File: src/rtl/light_seq_param.sv
// Parametrised LED show sequencer: ALL -> RUN -> ALT -> GAP, stepped by a two-rate divider.
// Optional LIGHT_CYCLE_CNT_EN adds an 8-bit count of completed shows (cycle_cnt).
module light_seq_param #(
    parameter int WIDTH    = 8,
    parameter int SLOW_DIV = 50000,
    parameter int FAST_DIV = 5000,
    parameter int ALT_REPS = 1
) (
    input  logic             clk100khz,
    input  logic             rst_n,
    input  logic             en,
    input  logic [1:0]       speed_mode,
    input  logic             dir,
    output logic [WIDTH-1:0] light,
    output logic [1:0]       phase,
    output logic             speed_fast,
    output logic             step_tick
`ifdef LIGHT_CYCLE_CNT_EN
    ,
    output logic [7:0]       cycle_cnt
`endif
);

    localparam int CW  = $clog2(SLOW_DIV);
    localparam int RCW = $clog2(WIDTH + 1);
    localparam int ACW = $clog2(2 * ALT_REPS + 1);

    localparam logic [CW-1:0]  SLOW_LAST = CW'(SLOW_DIV - 1);
    localparam logic [CW-1:0]  FAST_LAST = CW'(FAST_DIV - 1);
    localparam logic [RCW-1:0] RUN_LAST  = RCW'(WIDTH);
    localparam logic [ACW-1:0] ALT_LAST  = ACW'(2 * ALT_REPS);

    typedef enum logic [1:0] {
        PH_ALL = 2'd0,
        PH_RUN = 2'd1,
        PH_ALT = 2'd2,
        PH_GAP = 2'd3
    } phase_t;

    phase_t           phase_q, phase_d;
    logic [WIDTH-1:0] light_q, light_d;
    logic             fast_q, fast_d;
    logic [CW-1:0]    cnt_q, cnt_d;
    logic [RCW-1:0]   run_q, run_d;
    logic [ACW-1:0]   alt_q, alt_d;
    logic             rdir_q, rdir_d;
    logic             tick_q, tick_d;
    logic [CW-1:0]    cnt_last;
    logic [WIDTH-1:0] pat_a;
`ifdef LIGHT_CYCLE_CNT_EN
    logic [7:0]       cyc_q, cyc_d;
`endif

    // Checkerboard with the MSB set: bit i lit when (WIDTH-1-i) is even.
    always_comb begin
        pat_a = '0;
        for (int unsigned i = 0; i < WIDTH; i++) begin
            pat_a[i] = ((WIDTH - 1 - i) % 2) == 0;
        end
    end

    always_ff @(posedge clk100khz or negedge rst_n) begin
        if (!rst_n) begin
            phase_q <= PH_GAP;
            light_q <= '0;
            fast_q  <= 1'b0;
            cnt_q   <= '0;
            run_q   <= '0;
            alt_q   <= '0;
            rdir_q  <= 1'b0;
            tick_q  <= 1'b0;
`ifdef LIGHT_CYCLE_CNT_EN
            cyc_q   <= '0;
`endif
        end else begin
            phase_q <= phase_d;
            light_q <= light_d;
            fast_q  <= fast_d;
            cnt_q   <= cnt_d;
            run_q   <= run_d;
            alt_q   <= alt_d;
            rdir_q  <= rdir_d;
            tick_q  <= tick_d;
`ifdef LIGHT_CYCLE_CNT_EN
            cyc_q   <= cyc_d;
`endif
        end
    end

    always_comb begin
        phase_d  = phase_q;
        light_d  = light_q;
        fast_d   = fast_q;
        cnt_d    = cnt_q;
        run_d    = run_q;
        alt_d    = alt_q;
        rdir_d   = rdir_q;
        tick_d   = 1'b0;
`ifdef LIGHT_CYCLE_CNT_EN
        cyc_d    = cyc_q;
`endif
        cnt_last = fast_q ? FAST_LAST : SLOW_LAST;

        if (en) begin
            if (cnt_q == cnt_last) begin
                cnt_d  = '0;
                tick_d = 1'b1;
                case (phase_q)
                    PH_GAP: begin
                        phase_d = PH_ALL;
                        light_d = '1;
                    end
                    PH_ALL: begin
                        // Direction is latched here and held for the whole run.
                        phase_d = PH_RUN;
                        rdir_d  = dir;
                        light_d = dir ? WIDTH'(1) : {1'b1, {(WIDTH-1){1'b0}}};
                        run_d   = RCW'(1);
                    end
                    PH_RUN: begin
                        if (run_q == RUN_LAST) begin
                            phase_d = PH_ALT;
                            light_d = rdir_q ? ~pat_a : pat_a;
                            alt_d   = ACW'(1);
                        end else begin
                            light_d = rdir_q ? {light_q[WIDTH-2:0], 1'b0}
                                             : {1'b0, light_q[WIDTH-1:1]};
                            run_d   = run_q + RCW'(1);
                        end
                    end
                    PH_ALT: begin
                        if (alt_q == ALT_LAST) begin
                            // Rate change lands here so the GAP step already uses it.
                            phase_d = PH_GAP;
                            light_d = '0;
                            run_d   = '0;
                            alt_d   = '0;
                            case (speed_mode)
                                2'b00:   fast_d = ~fast_q;
                                2'b01:   fast_d = 1'b0;
                                2'b10:   fast_d = 1'b1;
                                default: fast_d = fast_q;
                            endcase
`ifdef LIGHT_CYCLE_CNT_EN
                            cyc_d   = cyc_q + 8'd1;
`endif
                        end else begin
                            light_d = ~light_q;
                            alt_d   = alt_q + ACW'(1);
                        end
                    end
                    default: phase_d = PH_GAP;
                endcase
            end else begin
                cnt_d = cnt_q + CW'(1);
            end
        end
    end

    assign light      = light_q;
    assign phase      = phase_q;
    assign speed_fast = fast_q;
    assign step_tick  = tick_q;
`ifdef LIGHT_CYCLE_CNT_EN
    assign cycle_cnt  = cyc_q;
`endif

endmodule

File: config.mk
export PLATFORM = sky130hd
export DESIGN_NAME = light_seq_param
export DESIGN_NICKNAME = d
export VERILOG_FILES = /design/src/rtl/light_seq_param.sv
export SDC_FILE = /design/constraint.sdc
export NUM_CORES = 1
export LEC_CHECK = 0
export CORE_UTILIZATION = 40
export CTS_BUF_LIST = sky130_fd_sc_hd__clkbuf_2 sky130_fd_sc_hd__clkbuf_4 sky130_fd_sc_hd__clkbuf_8
export DETAILED_ROUTE_END_ITERATION = 12
export PLACE_DENSITY = 0.7
export SYNTH_ARGS = -nofsm -noshare
export SYNTH_HDL_FRONTEND = slang
export SYNTH_SLANG_ARGS = --single-unit
File: constraint.sdc
create_clock -name clk100khz -period 2.25 [get_ports clk100khz]
set_input_delay 0.45 -clock clk100khz [delete_from_list [all_inputs] [get_ports clk100khz]]
set_output_delay 0.45 -clock clk100khz [all_outputs]
set_load 0.005 [all_outputs]
==> impl_metrics.prom <==
# TYPE chip_impl_metric gauge
chip_impl_metric{name="detailedRoute.firstIterationViolations",unit=""} 114
chip_impl_metric{name="timing.max_cap.violations",unit=""} 0
chip_impl_metric{name="cts-resized-gates",unit=""} 0
chip_impl_metric{name="worst_path_largest_cell_delay",unit="ps"} 550
chip_impl_info{name="worstSetupEndpointType",value="flop"} 1
chip_impl_metric{name="post_layout_utilization_of_the_core",unit=""} 0.486
chip_impl_metric{name="finalWeightedCongestion",unit=""} 0.849
chip_impl_metric{name="final_antenna_net_count",unit=""} 0
chip_impl_metric{name="synth.distinct_cells",unit=""} 48
chip_impl_metric{name="post_synth_instance_area",unit="µm²"} 2120
chip_impl_metric{name="ff_latch_area",unit="µm²"} 878
chip_impl_metric{name="final_min_period_over_clock_period",unit=""} 0.880
chip_impl_metric{name="finalClockSkew",unit="ps"} 8.38
chip_impl_metric{name="wirelength",unit="mm"} 4.42
chip_impl_info{name="synth_top_cell_by_area",value="dfrtp_1"} 1
chip_impl_metric{name="clk_pin_slew_worst_paths",unit="ps"} 70
chip_impl_metric{name="power.clock.fraction",unit=""} 0.382
chip_impl_metric{name="grt_overflow",unit=""} 0
chip_impl_metric{name="setup_ws",unit="ps"} 270
chip_impl_metric{name="nNetsFinal",unit=""} 263
chip_impl_metric{name="h-tree-depth",unit=""} 2
chip_impl_metric{name="setup_tns",unit="ps"} 0
chip_impl_metric{name="clock_tree.buffer_depth",unit=""} 2
chip_impl_info{name="most_frequent_cells_after_synthesis",value="dfrtp_1, nor2_1, o21ai_0"} 1
chip_impl_metric{name="timing.critical_path.arrival",unit="ps"} 2130
chip_impl_info{name="timing_worst_setup_path_type",value="flop to flop"} 1
chip_impl_metric{name="placeable_area",unit="µm²"} 5110
chip_impl_metric{name="number_of_flops_mapped_to_enable_cells_by_yosys",unit=""} 0
chip_impl_metric{name="ys_seq_elements",unit=""} 35
chip_impl_metric{name="placed_cells_incl_taps",unit=""} 311
chip_impl_metric{name="cellLeakagePower",unit="nW"} 1.12
chip_impl_metric{name="pwr_density_cell",unit="nW/µm²"} 592
chip_impl_metric{name="area_share_of_the_largest_cell_type_after_synthesis",unit=""} 0.390
chip_impl_metric{name="floorplan.die_area",unit="µm²"} 5590
chip_impl_info{name="cp_cell_sequence",value="inv_1 -> ha_1 -> nand2_1 -> nand2_1 -> o21ai_0 -> o211ai_1"} 1
chip_impl_metric{name="io-pin-count",unit=""} 18
chip_impl_metric{name="avgViaCountPerCell",unit=""} 5.49
chip_impl_metric{name="post-dp-hpwl",unit="mm"} 3.06
chip_impl_metric{name="cp_data_required_time",unit="ps"} 2400
chip_impl_metric{name="synth_area_per_cell",unit="µm²"} 9.34
chip_impl_metric{name="flop_pwr_share",unit=""} 0.521
chip_impl_metric{name="power_switching_share",unit=""} 0.258
chip_impl_info{name="critical-path-top-cell-by-count",value="nand2_1"} 1
chip_impl_metric{name="die_width",unit="µm"} 74.8
chip_impl_metric{name="drt_first_pass_iters",unit=""} 4
chip_impl_metric{name="postCtsSetupRepairBufs",unit=""} 0
chip_impl_metric{name="async_reset_ff_frac",unit=""} 1.00
chip_impl_info{name="rsz_0062_raised_after_global_routing",value="false"} 1
chip_impl_metric{name="comb_power_share",unit=""} 0.096
chip_impl_metric{name="worst_skew_pair.late_latency",unit="ps"} 290
chip_impl_metric{name="peakVddDrop",unit="mV"} 0.285
chip_impl_metric{name="synth_sequential_area_ratio",unit=""} 0.414
chip_impl_info{name="synth-main-ff-cell",value="dfrtp_1"} 1
chip_impl_info{name="holdCritPathClass",value="flop to flop"} 1
chip_impl_metric{name="final_cells",unit=""} 318
chip_impl_metric{name="number_of_failing_hold_endpoints_at_the_final_stage",unit=""} 0
chip_impl_metric{name="floorplan.die.height",unit="µm"} 74.8
chip_impl_metric{name="initial_core_util",unit=""} 0.415
chip_impl_metric{name="core.rowCount",unit=""} 26
chip_impl_metric{name="timing_max_transition_violations_final",unit=""} 0
chip_impl_metric{name="multiInputGateArea",unit="µm²"} 1140
chip_impl_metric{name="detailroute.via_count",unit=""} 1745
chip_impl_metric{name="grt_max_degree",unit=""} 36
chip_impl_metric{name="grt_antenna_before_repair",unit=""} 0
chip_impl_metric{name="worstMarginPinSlew",unit="ps"} 603
chip_impl_info{name="timing.critical_path.from_type",value="flop"} 1
chip_impl_metric{name="synth_cells",unit=""} 227
chip_impl_metric{name="fill_cells",unit=""} 498
chip_impl_metric{name="yosys_warnings",unit=""} 0
chip_impl_metric{name="syn2layout_area_growth",unit="%"} 17.1
chip_impl_info{name="cell_with_the_most_instances_after_synthesis",value="dfrtp_1"} 1
chip_impl_metric{name="placement.io_buffers",unit=""} 17
chip_impl_metric{name="cts_bufs_inserted",unit=""} 5
chip_impl_metric{name="drive_gt1_frac",unit=""} 0.109
chip_impl_metric{name="critPathMaxFanout",unit=""} 11
chip_impl_metric{name="post-route-min-period",unit="ps"} 1980
chip_impl_metric{name="ff2ff_setup_slack",unit="ps"} 270
chip_impl_metric{name="hold_buffers",unit=""} 0
chip_impl_info{name="tritoncts",value="built"} 1
chip_impl_metric{name="grt_pass1_vias",unit=""} 1589
chip_impl_metric{name="num_antenna_cells",unit=""} 0
chip_impl_metric{name="first_pass_grt_wire_length",unit="mm"} 7.75
chip_impl_metric{name="globalRouteTotalUtil",unit=""} 0.185
chip_impl_metric{name="cts.sink_count",unit=""} 35
chip_impl_metric{name="dp_slack",unit="ps"} 171
chip_impl_info{name="synth.top_cells.by_area",value="dfrtp_1, ha_1, o21ai_0"} 1
chip_impl_metric{name="wire_per_inst",unit="µm"} 13.9
chip_impl_info{name="critical_path_cell_with_the_highest_stage_delay",value="dfstp_2"} 1
chip_impl_metric{name="count_of_final_setup_violators",unit=""} 0
chip_impl_info{name="status",value="completed"} 1
chip_impl_metric{name="timing.slew.headroom",unit=""} 0.596
chip_impl_metric{name="syn-num-nets",unit=""} 242
chip_impl_metric{name="max_freq",unit="MHz"} 505
chip_impl_metric{name="detail_route.drc_violations",unit=""} 0
chip_impl_info{name="root_buffer",value="clkbuf_8"} 1
chip_impl_metric{name="netSwitchingPower",unit="W"} 0.000379
chip_impl_metric{name="power_report.internal_total",unit="W"} 0.00109
## metal layers
layer  track usage  part of all wire  vias to the layer above  wire, µm
met5             0                 0                        -         0
met4        0.0545             0.012                        0        54
met3        0.0428             0.049                        5       215
met2         0.279              0.47                       46      2060
met1         0.266              0.47                      842      2090
li1              -                 -                      852         -
## registers in the layout, indices dropped and copies added (netlist names)
name / flops
run_q: 4
cnt_q: 16
light: 8
step_tick: 1
rdir_q: 1
speed_fast: 1
alt_q: 2
phase: 2
## critical path, delay by kind of cell (launching register included)
family                   cells  cell delay, ps
AO/OA/AOI/OAI                2             390
flip-flops                   1             550
adder cells (fa/ha/maj)      1             290
buffers and inverters        1              80
AND/OR/NAND/NOR              2             530
## power by group through the flow
stage / sequential (W) / combinational, W / clock, W
floorplan: 0.000750 / 0.000102 / 0
global placement: 0.000775 / 0.000139 / 0
detailed placement: 0.000773 / 0.000142 / 0
CTS: 0.000762 / 0.000144 / 0.000575
global route: 0.000775 / 0.000167 / 0.000597
finish: 0.000765 / 0.000142 / 0.000562
## cells by family after synthesis
group           count (synthesis)  share of synthesized area
fa+ha+maj                       9                     0.0531
compound gates                 51                      0.151
xor+xnor                       12                     0.0496
simple gates                   92                      0.249
buf+inv                        22                     0.0455
mux                             6                     0.0378
flops                          35                      0.414
## layout by cell type, fill, tap and decap left out, types with 3 or more instances in the layout
master,n
a211oi_1,6
a21oi_1,12
and3_1,5
and4_1,3
buf_4,6
clkbuf_8,5
clkdlybuf4s50_1,17
dfrtp_1,33
ha_1,9
inv_1,13
mux2_4,4
nand2_1,15
nand2b_1,3
nand3_1,15
nand4_1,5
nor2_1,25
nor3_1,3
o211ai_1,3
o21ai_0,19
xnor2_1,7
xor2_1,5
## path summary, 6_finish.rpt
kind | startpoint | end | cells past startpoint
max | phase[0] | run_q[2] | 6
max reg2reg | phase[0] | run_q[2] | 6
min | cnt_q[0] | cnt_q[0] | 1
min in group asynchronous | rst_n | rdir_q | 2
min reg2reg | cnt_q[0] | cnt_q[0] | 1
max in group asynchronous | rst_n | phase[1] | 2
## per-stage QoR
stage / hold WS (ps) / power, W / cell area [µm²]
after floorplan: 154 / 0.000852 / 2120
after global placement: 496 / 0.000914 / 2370
after detailed placement: 506 / 0.000915 / 2370
after CTS: 517 / 0.00148 / 2480
after global routing: 562 / 0.00154 / 2480
final: 513 / 0.00147 / 2480
## layout make-up
type	instances	area share
Clock buffer	6	0.0308
Tap cell	70	0.0353
Inverter	13	0.0197
Multi-Input combinational cell	170	0.461
Timing Repair Buffer	23	0.0867
Sequential cell	35	0.354
Clock inverter	1	0.0121
Power figures use the tool's default switching activity.
